### src/rtl/mdu_pkg.sv
// Shared types and helpers for the iterative multiply/divide unit.
package mdu_pkg;

  typedef enum logic [1:0] {
    MDU_IDLE = 2'd0,
    MDU_RUN  = 2'd1,
    MDU_DONE = 2'd2
  } mdu_state_e;

  localparam int MDU_OP_DIV = 0;
  localparam int MDU_OP_UNS = 1;

  // Bits needed to hold the iteration count 0..width.
  function automatic int mdu_cnt_width(input int width);
    int r;
    r = 0;
    while ((1 << r) < (width + 1)) r++;
    return r;
  endfunction

endpackage

### src/rtl/mdu_sign_fix.sv
// Two's-complement conditional negate: yields |val| for operand entry when neg_i
// flags a negative input, and applies the result sign on the way out.
module mdu_sign_fix #(
  parameter int WIDTH = 32
) (
  input  logic [WIDTH-1:0] val_i,
  input  logic             neg_i,
  output logic [WIDTH-1:0] res_o
);

  assign res_o = neg_i ? (~val_i + WIDTH'(1)) : val_i;

endmodule

### src/rtl/mult_div_unit.sv
// Iterative shift-add multiplier / restoring divider with HI/LO result registers.
// Define MDU_UNSIGNED_EN to honour op[1] as an unsigned-operation select.
module mult_div_unit
  import mdu_pkg::*;
#(
  parameter int WIDTH = 32
) (
  input  logic             clk,
  input  logic             reset,
  input  logic             start,
  input  logic [1:0]       op,
  input  logic [WIDTH-1:0] a,
  input  logic [WIDTH-1:0] b,
  output logic             busy,
  output logic             done,
  output logic             div_zero,
  output logic [WIDTH-1:0] hi,
  output logic [WIDTH-1:0] lo
);

  localparam int CW = mdu_cnt_width(WIDTH);

  mdu_state_e         state_q;
  logic [CW-1:0]      cnt_q;
  logic [2*WIDTH-1:0] acc_q;
  logic [2*WIDTH-1:0] acc_d;
  logic [WIDTH-1:0]   opnd_q;
  logic               div_q;
  logic               neg_a_q;
  logic               neg_b_q;
  logic               busy_q;
  logic               done_q;
  logic               dz_q;
  logic [WIDTH-1:0]   hi_q;
  logic [WIDTH-1:0]   lo_q;

  logic op_signed;
`ifdef MDU_UNSIGNED_EN
  assign op_signed = ~op[MDU_OP_UNS];
`else
  logic unused_op_uns;
  assign op_signed     = 1'b1;
  assign unused_op_uns = op[MDU_OP_UNS];
`endif

  logic             neg_a;
  logic             neg_b;
  logic [WIDTH-1:0] mag_a;
  logic [WIDTH-1:0] mag_b;

  assign neg_a = op_signed & a[WIDTH-1];
  assign neg_b = op_signed & b[WIDTH-1];

  mdu_sign_fix #(.WIDTH(WIDTH)) u_mag_a (.val_i(a), .neg_i(neg_a), .res_o(mag_a));
  mdu_sign_fix #(.WIDTH(WIDTH)) u_mag_b (.val_i(b), .neg_i(neg_b), .res_o(mag_b));

  // acc_q holds {partial product, multiplier} or {remainder, dividend/quotient};
  // opnd_q is the multiplicand or divisor magnitude.
  logic [WIDTH:0] add_sum;
  logic [WIDTH:0] trial;
  logic [WIDTH:0] diff;
  logic           ge;

  always_comb begin
    add_sum = {1'b0, acc_q[2*WIDTH-1:WIDTH]} + (acc_q[0] ? {1'b0, opnd_q} : '0);
    trial   = {acc_q[2*WIDTH-1:WIDTH], acc_q[WIDTH-1]};
    diff    = trial - {1'b0, opnd_q};
    // trial < 2*divisor, so the borrow bit alone decides trial >= divisor.
    ge      = ~diff[WIDTH];
    if (div_q) begin
      acc_d = {(ge ? diff[WIDTH-1:0] : trial[WIDTH-1:0]), acc_q[WIDTH-2:0], ge};
    end else begin
      acc_d = {add_sum, acc_q[WIDTH-1:1]};
    end
  end

  logic [2*WIDTH-1:0] prod_res;
  logic [WIDTH-1:0]   quot_res;
  logic [WIDTH-1:0]   rem_res;

  mdu_sign_fix #(.WIDTH(2*WIDTH)) u_fix_prod (
    .val_i(acc_d), .neg_i(neg_a_q ^ neg_b_q), .res_o(prod_res)
  );
  mdu_sign_fix #(.WIDTH(WIDTH)) u_fix_quot (
    .val_i(acc_d[WIDTH-1:0]), .neg_i(neg_a_q ^ neg_b_q), .res_o(quot_res)
  );
  mdu_sign_fix #(.WIDTH(WIDTH)) u_fix_rem (
    .val_i(acc_d[2*WIDTH-1:WIDTH]), .neg_i(neg_a_q), .res_o(rem_res)
  );

  always_ff @(posedge clk or posedge reset) begin
    if (reset) begin
      state_q <= MDU_IDLE;
      cnt_q   <= '0;
      acc_q   <= '0;
      opnd_q  <= '0;
      div_q   <= 1'b0;
      neg_a_q <= 1'b0;
      neg_b_q <= 1'b0;
      busy_q  <= 1'b0;
      done_q  <= 1'b0;
      dz_q    <= 1'b0;
      hi_q    <= '0;
      lo_q    <= '0;
    end else begin
      case (state_q)
        MDU_IDLE: begin
          done_q <= 1'b0;
          if (start) begin
            div_q   <= op[MDU_OP_DIV];
            neg_a_q <= neg_a;
            neg_b_q <= neg_b;
            cnt_q   <= CW'(WIDTH);
            busy_q  <= 1'b1;
            opnd_q  <= op[MDU_OP_DIV] ? mag_b : mag_a;
            acc_q   <= {{WIDTH{1'b0}}, (op[MDU_OP_DIV] ? mag_a : mag_b)};
            if (op[MDU_OP_DIV] && (b == '0)) begin
              state_q <= MDU_DONE;
              dz_q    <= 1'b1;
              done_q  <= 1'b1;
            end else begin
              state_q <= MDU_RUN;
              dz_q    <= 1'b0;
            end
          end
        end
        MDU_RUN: begin
          acc_q <= acc_d;
          cnt_q <= cnt_q - CW'(1);
          if (cnt_q == CW'(1)) begin
            state_q <= MDU_DONE;
            done_q  <= 1'b1;
            if (div_q) begin
              hi_q <= rem_res;
              lo_q <= quot_res;
            end else begin
              hi_q <= prod_res[2*WIDTH-1:WIDTH];
              lo_q <= prod_res[WIDTH-1:0];
            end
          end
        end
        MDU_DONE: begin
          state_q <= MDU_IDLE;
          done_q  <= 1'b0;
          busy_q  <= 1'b0;
        end
        default: begin
          state_q <= MDU_IDLE;
          done_q  <= 1'b0;
          busy_q  <= 1'b0;
        end
      endcase
    end
  end

  assign busy     = busy_q;
  assign done     = done_q;
  assign div_zero = dz_q;
  assign hi       = hi_q;
  assign lo       = lo_q;

endmodule

### config.mk
export PLATFORM = sky130hd
export DESIGN_NAME = mult_div_unit
export DESIGN_NICKNAME = d
export VERILOG_FILES = /design/src/rtl/mdu_pkg.sv /design/src/rtl/mdu_sign_fix.sv /design/src/rtl/mult_div_unit.sv
export SDC_FILE = /design/constraint.sdc
export NUM_CORES = 1
export LEC_CHECK = 0
export ABC_AREA = 1
export BUFFER_PORTS_ARGS = -buffer_cell sky130_fd_sc_hd__buf_4
export CAP_MARGIN = 20
export CORE_AREA = 2 2 195 197
export CTS_CLUSTER_SIZE = 28
export DETAILED_ROUTE_END_ITERATION = 10
export DIE_AREA = 0 0 197 199
export GPL_TIMING_DRIVEN = 0
export SLEW_MARGIN = 20
export SYNTH_ARGS = -nofsm -noshare
export SYNTH_HDL_FRONTEND = slang
export SYNTH_SLANG_ARGS = --single-unit
### constraint.sdc
create_clock -name clk -period 13.9 [get_ports clk]
set_clock_uncertainty 0.05 [all_clocks]
set_input_delay 1.39 -clock clk [delete_from_list [all_inputs] [get_ports clk]]
set_output_delay 1.39 -clock clk [all_outputs]
set_load 0.005 [all_outputs]
==> impl_results.md <==
* Worst r2r src: opnd_q[0]
* #FFs+latches synth at 174
* Post-synthesis cell area at 16900 um2
* Initial DRC count at 1631
* End point of the critical path: hi[8]
* Distinct cells, synth at 57
* Sink Count at 174
* Slowest-stage cell, CP: fa_1
* First-pass GRT wire length at 102 mm
* Fillers at 4001
* Drc violations at 0
* Most frequent cells in the layout: nand2_1 (776), inv_1 (388), nor2_1 (239)
* ANT cells at 0
* Vias per cell at 5.47
* Die footprint at 39200 um2
* CORE AREA at 37100 um2
* CTS tree: built
* Most common cell after layout, fill and taps aside: nand2_1
* Routed Antenna Nets at 0
* Final hold vios at 0
* Worst-path fanout max at 10
* Num CTS Buffers at 17
* GPL Wtd Cong at 1.03
* R2r setup slk at 8350 ps
* PortBufs at 134
* Critical path required time at 14190 ps
* Worst-margin pin slew at 916 ps
* Multi-input logic area at 10600 um2
* Max incr delay on CP at 490 ps
* Clock Path Buffers at 2
* Final setup fails at 0
* Reg-to-reg endpoint: hi[8]
* Pin count of the biggest net entering global routing at 90
* DR WL/cell at 20.1 um
* DR pass1 iterations at 5
* Postcts setup bufs at 0
* Hold wc startpoint: hi[25]
* Status: finished, final reports clean
* WL final at 67.3 mm
* Relative slew slack at 0.383
* Die Y at 199 um
* Vias at 18300
* Sequential Area at 4350 um2
* Placed cells at 3308
* Max Clk Rate at 180 MHz
* RSZ-0062 raised after global routing: no
* Gr usage total at 0.348
* Syn nets at 2840
* Resized Gates After CTS at 0
* Final Non-Filler Cells at 3340
* R2R depth at 32
* Clock-pin slew on the worst setup and hold paths at 80 ps
* Worst hold path class: flip-flop to flip-flop
* Post-synthesis async set-or-reset flop share at 1.00
* Gr ovfl total at 0
* Startpoint Class: flip-flop
* Clock Latency Late Sink at 470 ps
* I/O pins at 136
* Sum Neg Setup Slack at 0 ps
* Number of flops mapped to enable cells by yosys at 0
* Ratio of cells with drive above 1 in the final layout at 0.111
* Mean area per synthesized cell at 6.27 um2
* Clk root buf: clkbuf_16
* Tmin final at 5550 ps
* Initial antenna violation count at 0
* Period Utilization, post-route at 0.399
* Vias in the first global route at 17500
* WS Path Type: flip-flop to flip-flop
* Number of max-cap violations at 0
* Critical Path Start: opnd_q[0]
* Ys flop type: dfrtp_1
* CP endpoint kind: flip-flop
* Initial Util at 0.456
* Final core occ at 0.516
* Area Growth Syn to Fin at 13.2%
* Fin nets at 2994
* Worst Path Arrival at 5840 ps
* Detailed placement HPWL at 56.6 mm
* Post-synthesis sequential area ratio at 0.257
* Core Rows at 71
* CTS Hold Bufs at 0
* Die Wd at 197 um
* Cell count after synthesis at 2699
* Synth warnings at 0
* Pins Over Slew Limit at 0
* H-tree depth at 4
-- sequential cells by signal, indices dropped and copies added, names as in the netlist --
signal,flops
neg_b_q,1
neg_a_q,1
hi,32
acc_q,64
opnd_q,32
cnt_q,6
done,1
lo,32
busy,1
state_q,2
div_q,1
div_zero,1
-- stage by stage --
stage	hold WS [ps]	area, um2	setup WS, ps
finish	432	19200	8350
global route	457	19200	8090
CTS	435	19200	8550
detailed placement	417	18600	8620
global placement	418	18500	5710
floorplan	408	16900	7740
-- cells by family after synthesis --
group,synth area share
AOI/OAI and AO/OA,0.158
muxes,0.00296
DFF,0.257
adders and majority gates,0.0541
buffers and inverters,0.115
and+or+nand+nor,0.353
xor gates and xnor gates,0.0595
-- synthesized netlist by cell type (23+ instances only) --
library cell | instances | area share
a21oi_1 | 121 | 0.036
clkbuf_1 | 58 | 0.013
dfrtp_1 | 174 | 0.26
ha_1 | 70 | 0.052
inv_1 | 389 | 0.086
nand2_1 | 776 | 0.17
nand2_2 | 41 | 0.015
nand3_1 | 185 | 0.055
nand4_1 | 30 | 0.011
nor2_1 | 239 | 0.053
nor3_1 | 32 | 0.0095
o21ai_0 | 159 | 0.047
o21ai_1 | 26 | 0.0077
o221ai_1 | 23 | 0.012
xor2_1 | 94 | 0.049
-- worst max-delay path, delay by kind of cell (launching register included) --
kind                     cells  cell delay (ps)
AND/OR/NAND/NOR             23             3130
flip-flops                   1              460
AO/OA/AOI/OAI                1              130
buffers and inverters        5              650
adder cells (fa/ha/maj)      3              980
-- cell type report --
type                            instances  area share
Buffer                                 87      0.0211
Multi-Input combinational cell       2027       0.554
Timing Repair Buffer                  135      0.0539
Clock buffer                           18      0.0224
Sequential cell                       174       0.227
Clock inverter                         14     0.00933
Tap cell                              474      0.0309
Inverter                              411      0.0808
-- metal layers --
metal | track usage | part of all wire | vias to the layer above
met2 | 0.582 | 0.46 | 631
met1 | 0.459 | 0.44 | 8540
met5 | 0 | 0 | -
li1 | - | - | 8976
met3 | 0.0451 | 0.056 | 113
met4 | 0.133 | 0.039 | 0
-- how the worst min path moves through the flow --
stage	end	cells after the start
4_1_cts	hi[24]	2
3_3_place_gp	hi[26]	2
3_5_place_dp	hi[24]	2
5_1_grt	hi[18]	2
2_1_floorplan	cnt_q[5]	1
6_report	hi[25]	2
Power is not shown: default switching activity piles up to over one toggle a cycle in this logic, so the estimate is an artifact.
